==> src/rtl/alu_pkg.sv <==
// Shared definitions for the ALU issue stage: data width, op-codes, FSM state type
// and the packed result-FIFO entry.
// Latency: n/a (types and constants only). Backpressure: n/a.
package alu_pkg;

  localparam int DATA_W = 32;

  localparam logic [2:0] OP_AND = 3'b000;
  localparam logic [2:0] OP_OR  = 3'b001;
  localparam logic [2:0] OP_ADD = 3'b010;
  localparam logic [2:0] OP_SUB = 3'b110;
  localparam logic [2:0] OP_SLT = 3'b111;

  typedef enum logic {
    IDLE = 1'b0,
    EXEC = 1'b1
  } state_t;

  // One result-FIFO entry as presented on the out_* ports.
  typedef struct packed {
    logic [DATA_W-1:0] result;
    logic              cout;
    logic              zero;
    logic              err;
  } entry_t;

  function automatic logic op_is_legal(input logic [2:0] op);
    return (op == OP_AND) || (op == OP_OR) || (op == OP_ADD) ||
           (op == OP_SUB) || (op == OP_SLT);
  endfunction

endpackage

==> src/rtl/alu_32bit.sv <==
// Combinational 32-bit ALU: AND, OR, ADD, SUB, signed SLT; unknown ops give 0.
// Latency: 0 cycles (pure combinational). Backpressure: none.
// Ports: result/cout out; op, a, b in.
module alu_32bit
  import alu_pkg::*;
(
  output logic [DATA_W-1:0] result,
  output logic              cout,
  input  logic [2:0]        op,
  input  logic [DATA_W-1:0] a,
  input  logic [DATA_W-1:0] b
);

  logic [DATA_W:0] sum;

  // SUB is a + ~b + 1 so the carry-out is the usual "no borrow" flag.
  always_comb begin
    if (op == OP_SUB) begin
      sum = {1'b0, a} + {1'b0, ~b} + {{DATA_W{1'b0}}, 1'b1};
    end else begin
      sum = {1'b0, a} + {1'b0, b};
    end
  end

  always_comb begin
    result = '0;
    cout   = 1'b0;
    case (op)
      OP_AND: result = a & b;
      OP_OR:  result = a | b;
      OP_ADD: begin
        result = sum[DATA_W-1:0];
        cout   = sum[DATA_W];
      end
      OP_SUB: begin
        result = sum[DATA_W-1:0];
        cout   = sum[DATA_W];
      end
      OP_SLT: result = {{(DATA_W-1){1'b0}}, ($signed(a) < $signed(b))};
      default: begin
        result = '0;
        cout   = 1'b0;
      end
    endcase
  end

endmodule

==> src/rtl/alu_issue_stage.sv <==
// ALU issue stage: 2-state FSM captures a command, evaluates it and pushes the result into a FIFO.
// Latency: accept at edge E -> push at E+1 (1 command per 2 cycles). Backpressure: a full FIFO
// holds the command in EXEC (in_ready=0) until a slot frees; a pop on the same edge frees one.
// Ports: clk/rst; in_valid/in_ready/in_op/in_a/in_b command side;
//        out_valid/out_ready/out_result/out_cout/out_zero/out_err/out_count FIFO head side.
module alu_issue_stage
  import alu_pkg::*;
#(
  parameter int DEPTH = 4
) (
  input  logic                   clk,
  input  logic                   rst,
  input  logic                   in_valid,
  output logic                   in_ready,
  input  logic [2:0]             in_op,
  input  logic [DATA_W-1:0]      in_a,
  input  logic [DATA_W-1:0]      in_b,
  output logic                   out_valid,
  input  logic                   out_ready,
  output logic [DATA_W-1:0]      out_result,
  output logic                   out_cout,
  output logic                   out_zero,
  output logic                   out_err,
  output logic [$clog2(DEPTH):0] out_count
);

  localparam int PW = $clog2(DEPTH);
  localparam int CW = PW + 1;

  state_t            state_q, state_d;
  logic [2:0]        op_q;
  logic [DATA_W-1:0] a_q, b_q;

  entry_t            mem_q [DEPTH];
  logic [PW-1:0]     wr_ptr_q, rd_ptr_q;
  logic [CW-1:0]     count_q;

  logic [DATA_W-1:0] alu_result;
  logic              alu_cout;
  entry_t            push_ent;
  logic              accept, push, pop, full;

  alu_32bit u_alu (
    .result (alu_result),
    .cout   (alu_cout),
    .op     (op_q),
    .a      (a_q),
    .b      (b_q)
  );

  assign accept = in_valid && (state_q == IDLE);
  assign pop    = (count_q != '0) && out_ready;
  assign full   = (count_q == CW'(DEPTH));
  // A full FIFO still takes the push if the head leaves on the same edge.
  assign push   = (state_q == EXEC) && (!full || pop);

  // Illegal ops are still retired, flagged with err and a forced zero result.
  always_comb begin
    push_ent = '0;
    if (op_is_legal(op_q)) begin
      push_ent.result = alu_result;
      push_ent.cout   = ((op_q == OP_ADD) || (op_q == OP_SUB)) ? alu_cout : 1'b0;
      push_ent.zero   = (alu_result == '0);
      push_ent.err    = 1'b0;
    end else begin
      push_ent.result = '0;
      push_ent.cout   = 1'b0;
      push_ent.zero   = 1'b1;
      push_ent.err    = 1'b1;
    end
  end

  always_comb begin
    state_d = state_q;
    case (state_q)
      IDLE:    if (in_valid) state_d = EXEC;
      EXEC:    if (push) state_d = IDLE;
      default: state_d = IDLE;
    endcase
  end

  always_ff @(posedge clk or posedge rst) begin
    if (rst) begin
      state_q <= IDLE;
      op_q    <= '0;
      a_q     <= '0;
      b_q     <= '0;
    end else begin
      state_q <= state_d;
      if (accept) begin
        op_q <= in_op;
        a_q  <= in_a;
        b_q  <= in_b;
      end
    end
  end

  // Storage is cleared on reset so the head payload reads as zero afterwards.
  always_ff @(posedge clk or posedge rst) begin
    if (rst) begin
      for (int i = 0; i < DEPTH; i++) mem_q[i] <= '0;
      wr_ptr_q <= '0;
      rd_ptr_q <= '0;
      count_q  <= '0;
    end else begin
      if (push) begin
        mem_q[wr_ptr_q] <= push_ent;
        wr_ptr_q        <= wr_ptr_q + PW'(1);
      end
      if (pop) rd_ptr_q <= rd_ptr_q + PW'(1);
      case ({push, pop})
        2'b10:   count_q <= count_q + CW'(1);
        2'b01:   count_q <= count_q - CW'(1);
        default: count_q <= count_q;
      endcase
    end
  end

  assign in_ready   = (state_q == IDLE);
  assign out_valid  = (count_q != '0);
  assign out_count  = count_q;
  assign out_result = mem_q[rd_ptr_q].result;
  assign out_cout   = mem_q[rd_ptr_q].cout;
  assign out_zero   = mem_q[rd_ptr_q].zero;
  assign out_err    = mem_q[rd_ptr_q].err;

endmodule
==> config.mk <==
export PLATFORM = sky130hd
export DESIGN_NAME = alu_issue_stage
export DESIGN_NICKNAME = d
export VERILOG_FILES = /design/src/rtl/alu_pkg.sv /design/src/rtl/alu_32bit.sv /design/src/rtl/alu_issue_stage.sv
export SDC_FILE = /design/constraint.sdc
export NUM_CORES = 1
export LEC_CHECK = 0
export CAP_MARGIN = 20
export CORE_ASPECT_RATIO = 0.9
export CORE_MARGIN = 3
export CORE_UTILIZATION = 34
export CTS_BUF_LIST = sky130_fd_sc_hd__clkbuf_8
export DETAILED_ROUTE_END_ITERATION = 7
export GPL_TIMING_DRIVEN = 1
export PLACE_DENSITY = 0.53
export SKIP_CTS_REPAIR_TIMING = 1
export SYNTH_ARGS = -nofsm -noshare
export SYNTH_HDL_FRONTEND = slang
export SYNTH_SLANG_ARGS = --single-unit
==> constraint.sdc <==
create_clock -name clk -period 10 [get_ports clk]
set_clock_uncertainty 0.15 [all_clocks]
set_input_delay 2 -clock clk [delete_from_list [all_inputs] [get_ports clk]]
set_output_delay 2 -clock clk [all_outputs]
set_load 0.01 [all_outputs]
==> metrics.cfg <==
[timing]
hold_viol = 0
worst_slew_pin_slew_ns = 0.905
relSlewSlack_pct = 39.1
max_freq_mhz = 208
slew_violations = 0
fin_ws_ns = 5.19
timing.hold.ws_ns = 0.325
fin_crit_sh_pct = 48.1
timing.setup.tns_ns = 0
rsz0062_at_grt = no
setup_viol = 0
min_period_ns = 4.81

[floorplan]
initial_utilization_pct = 34.8
io_pins = 111
die_area_mm2 = 0.0446
die_h_um = 201
num_rows = 70
die_w_um = 222
core_area_mm2 = 0.0411

[cts]
insertion_delay_ns = 0.57
cts_tree = done
cts_buffers = 39
cts.sinks = 215
clk_path_buf_depth = 3
cts_htree_levels = 2
cts.clk_slew.worst_paths_ns = 0.06
clock-root-buffer = clkbuf_8

[global_routing]
grt_overflow = 0
grt_pass1_vias = 11800
grt_pass1_wl_um = 67600
grtUsageTotal_pct = 18.7
antenna_found_initial = 1
grt_max_degree = 92

[yosys]
ys_seq_elements = 215
syn_area_mm2 = 0.0143
synth-edff-count = 0
syn-instance-count = 1541
async_flop_share_pct = 100
synth_flop_cell = dfrtp_1
synth_seq_area_share_pct = 37.6
ys_types = 76
synth_fa_ha_area_share_pct = 10.2
synth_top_area_share_pct = 37.6
synth_compound_area_share_pct = 17.5
synthMuxAreaShare_pct = 13.2
synth.most_common_cell = dfrtp_1
synth_top_family_by_area = compound AO/OA/AOI/OAI gates
syn_nets = 1727
yosysTopAreaCell = dfrtp_1
synth-xor-area-share_pct = 1.35
synth_area_leaders = dfrtp_1, ha_1, o21ai_0, mux2_2, mux4_2
synth.avg_cell_area_um2 = 9.29
synth_common_cells = dfrtp_1, nand2_1, o21ai_0
yosys_warnings = 0
synthSimpleGateAreaFrac_pct = 14.4

[setup_path]
critPathLaunchType = flop
crit_fanout = 37
worstSetupEndpointType = output pin
critPathArrivalTime_ns = 2.66
path_class = flop to output pin
cp.required_ns = 7.85

[routing]
routed_wl_um = 42500
remaining_drc_errors = 0
drt-initial-drc-count = 1185
avgViaCountPerCell = 5.45
drt_pass1_iterations = 6
ant_nets = 0
via_count = 11900
routedWlPerCell_um = 19.4

[run_status]
status = completed

[min_path]
worst_hold_path_type = flop to flop

[final_layout]
nNetsFinal = 1806
final_cell_area_mm2 = 0.0167
diodes = 0
drive_gt1_share_pct = 12.5
area_delta_synth_final_pct = 16.9

[placement]
post_dp_cell_area_mm2 = 0.0159
pre_cts_slack_ns = 5.15
routabilityCongestion = 0.921
io_buffers = 110
dp.final_hpwl_um = 30800

[job]
drv_cap = 0

==> worst max-delay path, stage by stage (launching register included) <==
cell             delay [ns]
dfrtp_2                0.34
buf_4                  0.59
mux4_2                 0.65
clkdlybuf4s50_1        0.51
==> routing by layer <==
metal	vias to the layer above	global-route usage [%]	share of wire, %
li1	5637	-	-
met4	0	4.32	1.9
met5	-	0	0
met2	362	28.3	43
met3	61	3.48	6.8
met1	5844	27.7	48
==> per-stage QoR <==
| stage | std cells | utilization, % |
|---|---|---|
| CTS | 2184 | 40.6 |
| floorplan | 1541 | - |
| finish | 2186 | 40.7 |
| global route | 2186 | 40.7 |
| detailed placement | 2117 | 38.6 |
| global placement | 2115 | 38.6 |
==> layout by cell type, fill, tap and decap left out, types with 6 or more instances in the layout <==
cell type	netlist	routed
buf_4	3	18
nand4_1	22	22
nand3_1	28	28
ha_1	112	112
o31ai_1	16	16
nor2_1	78	78
nand2b_1	6	6
nor3_1	21	21
nand2_1	196	196
nor2b_1	16	15
a21o_1	15	15
o31a_1	6	6
nor4_1	17	17
a22oi_1	8	8
a31oi_1	9	9
o211ai_1	13	13
dfrtp_1	215	213
or3_1	9	9
clkbuf_8	0	50
o21ai_0	171	171
xnor2_1	16	16
mux4_2	35	35
mux2_2	73	73
mux2i_1	28	28
xor2_1	6	6
o22ai_1	7	7
o21bai_1	6	6
inv_1	122	134
a21oi_1	69	69
a211oi_1	17	17
and3_1	14	14
or2_2	7	7
clkdlybuf4s50_1	0	110
==> kinds of logic after synthesis <==
logic type / Yosys count
compound gates: 400
xor+xnor: 22
fa+ha+maj: 115
buf+inv: 214
flops: 215
mux: 136
simple gates: 439
==> flip-flops by register name, summed over array words and instances, names as in the netlist <==
name       count
out_count      3
wr_ptr_q       2
a_q           32
rd_ptr_q       2
mem_q        140
state_q        1
op_q           3
b_q           32
==> area by class of cell <==
type                    count  area, µm²
multi-input cells        1112       8110
inverters                 122        465
clock inverters            17        128
flip-flops and latches    215       5380
fillers                  4111      24400
well taps                 540        676
repair buffers            130       1270
clock buffers              50        688
==> path summary, 6_finish.rpt <==
path	startpoint	endpoint	slack [ns]	cells past startpoint
worst max-delay path	rd_ptr_q[0]	out_result[14]	5.19	3
worst min-delay path	mem_q[119]	mem_q[119]	0.32	2
worst max register to register	a_q[6]	mem_q[1]	5.30	13
worst min register to register	mem_q[119]	mem_q[119]	0.32	2
max in group asynchronous	rst	mem_q[103]	6.76	4
min in group asynchronous	rst	mem_q[12]	1.78	2
Power is not shown: default switching activity piles up to over one toggle a cycle in this logic, so the estimate is an artifact.
